### src/rtl/register_stream_writer_pkg.sv
// Shared index map and sizes for the datapath register stream.
// Also imported by the bus select mux, so the index ordering lives here.
package register_stream_writer_pkg;

    localparam int WORD_BITS = 32;
    localparam int NUM_REGS  = 25;

    localparam int R0_IDX  = 0;
    localparam int PC_IDX  = 16;
    localparam int IR_IDX  = 17;
    localparam int RY_IDX  = 18;
    localparam int ZLO_IDX = 19;
    localparam int ZHI_IDX = 20;
    localparam int MAR_IDX = 21;
    localparam int HI_IDX  = 22;
    localparam int LO_IDX  = 23;
    localparam int MDR_IDX = 24;

    // Registers with no special load path: plain bus capture.
    function automatic bit is_general(input int idx);
        return !(idx == PC_IDX || idx == ZLO_IDX ||
                 idx == ZHI_IDX || idx == MDR_IDX);
    endfunction

endpackage

### src/rtl/register_stream_writer_load_register.sv
// BITS-wide register with load enable and synchronous active-low clear.
module register_stream_writer_load_register #(
    parameter int BITS = 32
) (
    input  logic            clk,
    input  logic            clr,
    input  logic            load,
    input  logic [BITS-1:0] d,
    output logic [BITS-1:0] q
);

    logic [BITS-1:0] q_q;
    logic [BITS-1:0] q_d;

    always_comb begin
        q_d = q_q;
        if (load) q_d = d;
    end

    always_ff @(posedge clk) begin
        if (!clr) q_q <= '0;
        else      q_q <= q_d;
    end

    assign q = q_q;

endmodule

### src/rtl/register_stream_writer.sv
// Write side of the datapath register stream: bus capture, Z/MDR/PC paths.
// Build option R0_ZERO_EN hardwires r0 to zero.
module register_stream_writer
    import register_stream_writer_pkg::*;
#(
    parameter int BITS       = WORD_BITS,
    parameter int REGISTERS  = NUM_REGS,
    parameter int COUNT_BITS = 16
) (
    input  logic                      clk,
    input  logic                      clr,
    input  logic [BITS-1:0]           busMuxIn,
    input  logic [REGISTERS-1:0]      registerLoad,
    input  logic                      zLoad,
    input  logic [2*BITS-1:0]         zIn,
    input  logic                      mdrRead,
    input  logic [BITS-1:0]           memDataIn,
    input  logic                      pcInc,
    input  logic                      clearFlags,
    output logic [BITS*REGISTERS-1:0] registerStream,
    output logic                      loadConflict,
    output logic [COUNT_BITS-1:0]     writeCount
);

`ifdef R0_ZERO_EN
    localparam bit R0_HARD = 1'b1;
`else
    localparam bit R0_HARD = 1'b0;
`endif

    logic [BITS-1:0]       pc_q, pc_d;
    logic [BITS-1:0]       zlo_q, zlo_d;
    logic [BITS-1:0]       zhi_q, zhi_d;
    logic [BITS-1:0]       mdr_q, mdr_d;
    logic                  conflict_q, conflict_d;
    logic [COUNT_BITS-1:0] count_q, count_d;
    logic                  conflict_set;
    logic                  any_en;

    always_comb begin
        pc_d = pc_q;
        if (registerLoad[PC_IDX]) pc_d = busMuxIn;
        else if (pcInc)           pc_d = pc_q + 1'b1;

        zlo_d = zlo_q;
        zhi_d = zhi_q;
        if (zLoad) begin
            zlo_d = zIn[BITS-1:0];
            zhi_d = zIn[2*BITS-1:BITS];
        end else begin
            if (registerLoad[ZLO_IDX]) zlo_d = busMuxIn;
            if (registerLoad[ZHI_IDX]) zhi_d = busMuxIn;
        end

        mdr_d = mdr_q;
        if (registerLoad[MDR_IDX]) mdr_d = mdrRead ? memDataIn : busMuxIn;

        // A new conflict outranks a same-cycle clear.
        conflict_set = (zLoad & (registerLoad[ZLO_IDX] | registerLoad[ZHI_IDX]))
                     | (registerLoad[PC_IDX] & pcInc);
        conflict_d = conflict_q;
        if (conflict_set)    conflict_d = 1'b1;
        else if (clearFlags) conflict_d = 1'b0;

        any_en  = (|registerLoad) | zLoad | pcInc;
        count_d = count_q;
        if (any_en && count_q != '1) count_d = count_q + 1'b1;
    end

    always_ff @(posedge clk) begin
        if (!clr) begin
            pc_q       <= '0;
            zlo_q      <= '0;
            zhi_q      <= '0;
            mdr_q      <= '0;
            conflict_q <= 1'b0;
            count_q    <= '0;
        end else begin
            pc_q       <= pc_d;
            zlo_q      <= zlo_d;
            zhi_q      <= zhi_d;
            mdr_q      <= mdr_d;
            conflict_q <= conflict_d;
            count_q    <= count_d;
        end
    end

    for (genvar i = 0; i < REGISTERS; i++) begin : g_slot
        if (i == PC_IDX) begin : g_pc
            assign registerStream[i*BITS +: BITS] = pc_q;
        end else if (i == ZLO_IDX) begin : g_zlo
            assign registerStream[i*BITS +: BITS] = zlo_q;
        end else if (i == ZHI_IDX) begin : g_zhi
            assign registerStream[i*BITS +: BITS] = zhi_q;
        end else if (i == MDR_IDX) begin : g_mdr
            assign registerStream[i*BITS +: BITS] = mdr_q;
        end else if (R0_HARD && i == R0_IDX) begin : g_r0
            assign registerStream[i*BITS +: BITS] = '0;
        end else begin : g_gen
            register_stream_writer_load_register #(
                .BITS(BITS)
            ) u_reg (
                .clk  (clk),
                .clr  (clr),
                .load (registerLoad[i]),
                .d    (busMuxIn),
                .q    (registerStream[i*BITS +: BITS])
            );
        end
    end

    assign loadConflict = conflict_q;
    assign writeCount   = count_q;

endmodule

### config.mk
export PLATFORM = sky130hd
export DESIGN_NAME = register_stream_writer
export DESIGN_NICKNAME = d
export VERILOG_FILES = /design/src/rtl/register_stream_writer_pkg.sv /design/src/rtl/register_stream_writer_load_register.sv /design/src/rtl/register_stream_writer.sv
export SDC_FILE = /design/constraint.sdc
export NUM_CORES = 2
export LEC_CHECK = 0
export CORE_AREA = 2 2 381 383
export DETAILED_ROUTE_END_ITERATION = 10
export DIE_AREA = 0 0 383 385
export PLACE_DENSITY = 0.41
export REMOVE_ABC_BUFFERS = 1
export SETUP_SLACK_MARGIN = 0.15
export SLEW_MARGIN = 10
export SYNTH_ARGS = -nofsm -noshare
export SYNTH_HDL_FRONTEND = slang
export SYNTH_HIERARCHICAL = 1
export SYNTH_SLANG_ARGS = --single-unit
### constraint.sdc
create_clock -name clk -period 3.28 [get_ports clk]
set_clock_uncertainty 0.05 [all_clocks]
set_input_delay 0.656 -clock clk [delete_from_list [all_inputs] [get_ports clk]]
set_output_delay 0.656 -clock clk [all_outputs]
set_load 0.05 [all_outputs]
==> results.md <==
- FMAX: 334 MHz
- Met2 Usage GRT: 35.9%
- Post-CTS Hold Fix Bufs: 0
- Final WS setup: 0.284 ns
- Normalized max-slew margin: 24.1%
- CP peak stage delay: 1.04 ns
- # Post-CTS Setup Buffers: 0
- Initial antenna violation count: 27
- Data arrival, critical path: 2.29 ns
- Synth Area in Compound Gates: 2.99%
- # rows: 139
- Ys Warns: 6
- Initial Utilization: 23.0%
- Worst-Margin Slew: 1.14 ns
- CP max FO: 6
- Area of the mapped netlist: 0.0330 mm²
- Area occupied by multi-input gates: 0.0146 mm²
- FF-to-FF setup slack: 1.05 ns
- Final hold violations: 0
- Core Area: 0.143 mm²
- GR Overflow Total: 0
- Crit path launch: pc_q[23]$_SDFFE_PN0P_
- CTS resizes: 0
- RSZ-0062 raised after global routing: no
- Residual DRC: 0
- Pwr dens: 599 mW/mm²
- Die area: 0.147 mm²
- Final ANT Viol Nets: 0
- Simple-gate share of the synthesized area: 16.8%
- Critical Path RT: 2.57 ns
- Port Buffers: 975
- WP buf/inv: 1
- Number of synthesized flops with an enable pin: 0
- GP Congestion: 0.766
- Synth cell types: 42
- Grt met1 use: 25.8%
- Xor/xnor cell area share of the yosys netlist: 0.797%
- Gr usage total: 21.6%
- Fin nets: 4114
- Htree depth: 3
- Seq/Total Area, Yosys: 49.6%
- Detailed-router iteration count before antenna repair: 4
- CTS tree: built
- WP depth: 1
- Vias in the first global route: 24569
- Synth Area in Adders: 0.0759%
- Top-count cell post-synth: dfxtp_1
- Synth Flop Type: dfxtp_1
- Worst R2R End: writeCount[6]$_SDFFE_PN0P_
- Die Y: 385 µm
- Syn avg cell area: 11.1 µm²
- Num ports: 976
- CTS clk-pin slew, worst paths: 0.06 ns
- Most instantiated cells after synthesis: dfxtp_1 (817), mux2i_1 (776), nor2b_1 (673), nor2_1 (178), clkbuf_1 (108)
- Insertion delay to the later sink of the worst-skew pair: 0.71 ns
- Vias: 24988
- # setup viols final: 0
- Finished Cell Area: 0.0475 mm²
- Routed wire per std cell: 27.9 µm
- CP max-delay cell: clkdlybuf4s50_1
- Die W: 383 µm
- Top post-synthesis cells by area: dfxtp_1 (50%), mux2i_1 (24%), nor2b_1 (13%), buf_12 (3.8%), nor2_1 (2.0%)
- Area leader, netlist: dfxtp_1
- Clk root buf: clkbuf_16
- Placed instance area: 0.0440 mm²
- DRT Wirelength: 166000 µm
- Layout cell share with drive strength beyond 1: 7.86%
- CP endpoint: registerStream[535]
- Grt met3 use: 8.03%
- Inserted Clock Buffers: 102
- Period utilization: 91.3%
- Final Util: 33.2%
- Worst reg2reg path startpoint: writeCount[0]$_SDFFE_PN0P_
- Tmin final: 3.00 ns
- P_leak: 19.1 nW
- Setup TNS: 0 ns
- Capturing element type of the critical path: primary output
- Syn Inst Count: 2973
- Largest net degree at the start of global routing: 189
- CP top delay family: buffers and inverters
- Fillers: 14710
- Vias per inst: 4.20
- R2r worst-path depth: 6
- Global-route wire length before repair: 220000 µm
- Final HPWL DP: 114000 µm
- Yosys reg bits: 817
- Startpoint Class: register
- GRT Max-Usage Layer: met2
- Clock sink total: 817
- Main combinational cell family by area after synthesis: multiplexers
- Crit-path cells: clkdlybuf4s50_1
- Register Area: 0.0164 mm²
- Initial DRC Count: 1081
- Share of the synthesized area in the top cell type: 49.6%
- Pre-CTS setup slack: 0.360 ns
- Critical path type: reg -> out
- Worst vdd ir: 371 µV
- Hold Path Cell Cnt: 3
- Area Overhead vs Synth: 44.0%
- Hold Crit Class: in -> reg
- Status: finished clean
- Post-synthesis mux area share: 23.6%
- Async set-reset flop share out of synthesis: 0%
- Clock Path Buffers: 3
- Final slew viol count: 0
- # Max-Cap Violations: 0
routing by layer:
| layer | wire [µm] | part of all wire (%) |
|---|---|---|
| met1 | 68700 | 41 |
| met2 | 78500 | 47 |
| met3 | 14000 | 8.5 |
| met4 | 4380 | 2.6 |
| met5 | 69 | 0.042 |
per-stage QoR:
step | power, mW | std cells | hold slack (ns)
floorplan | 14.2 | 2762 | 0.642
global placement | 17.1 | 5752 | 0.424
detailed placement | 17.1 | 5752 | 0.426
CTS | 28.9 | 5935 | 0.212
global route | 29.5 | 5943 | 0.262
finish | 28.4 | 5945 | 0.272
cells by family after synthesis:
kind of cell | after synthesis
adders and majority gates | 2
and+or+nand+nor | 957
AOI/OAI and AO/OA | 172
xor gates and xnor gates | 30
muxes | 776
buffers and inverters | 219
DFF | 817
flip-flops by register name, summed over array words and instances (netlist names):
| signal | cells |
|---|---|
| pc_q | 32 |
| mdr_q | 32 |
| zlo_q | 32 |
| zhi_q | 32 |
| writeCount | 16 |
| g_slot.g_gen.u_reg/q | 672 |
| loadConflict | 1 |
placed cells by master (no fill, tap or decap), types with 2 or more instances in the layout:
master / instances
buf_4: 131
o21ai_0: 24
a211oi_1: 35
or3_1: 2
nand2_1: 17
xnor2_1: 9
nand4_1: 13
xor2_1: 21
clkbuf_16: 103
nand2b_1: 4
nor4_1: 10
buf_12: 14
clkinv_2: 14
clkbuf_8: 25
inv_6: 2
o41ai_1: 2
nand3_1: 24
clkdlybuf4s50_1: 939
and4_1: 8
bufinv_16: 6
ha_1: 2
dfxtp_1: 817
diode_2: 10
or4_4: 2
nor2_1: 177
and3_1: 7
o31ai_1: 8
inv_1: 6
inv_16: 4
nor2b_1: 673
a21oi_1: 100
clkinvlp_4: 2
mux2i_1: 776
nor3_1: 4
clkbuf_1: 27
or4_1: 7
tightest hold or removal path: stages:
cell and delay [ns]:
buf_4 0.15, mux2i_1 0.09, nor2b_1 0.09
area by class of cell:
type,count,area share [%]
antenna,10,0.0527
clock buffer,155,6.37
clock inverter,28,0.765
inverter,8,0.0738
multi-input combinational,1937,30.7
sequential,817,34.5
tap,1903,5.02
timing repair buffer,1087,22.5
worst min-delay path by stage:
stage,start,endpoint
after floorplan,writeCount[5]$_SDFFE_PN0P_,writeCount[5]$_SDFFE_PN0P_
after global placement,mdr_q[27]$_SDFFE_PN0P_,mdr_q[27]$_SDFFE_PN0P_
after detailed placement,mdr_q[29]$_SDFFE_PN0P_,mdr_q[29]$_SDFFE_PN0P_
after CTS,registerLoad[12],g_slot[12].g_gen.u_reg/q[9]$_SDFFE_PN0P_
after global routing,registerLoad[12],g_slot[12].g_gen.u_reg/q[9]$_SDFFE_PN0P_
final,registerLoad[12],g_slot[12].g_gen.u_reg/q[9]$_SDFFE_PN0P_
power by group:
part / internal [mW] / total, mW / switching (mW)
Sequential: 10.5 / 10.9 / 0.343
Clock: 6.82 / 11.6 / 4.78
Combinational: 1.96 / 5.93 / 3.97
Note: power is estimated with default switching activity, not from simulation.
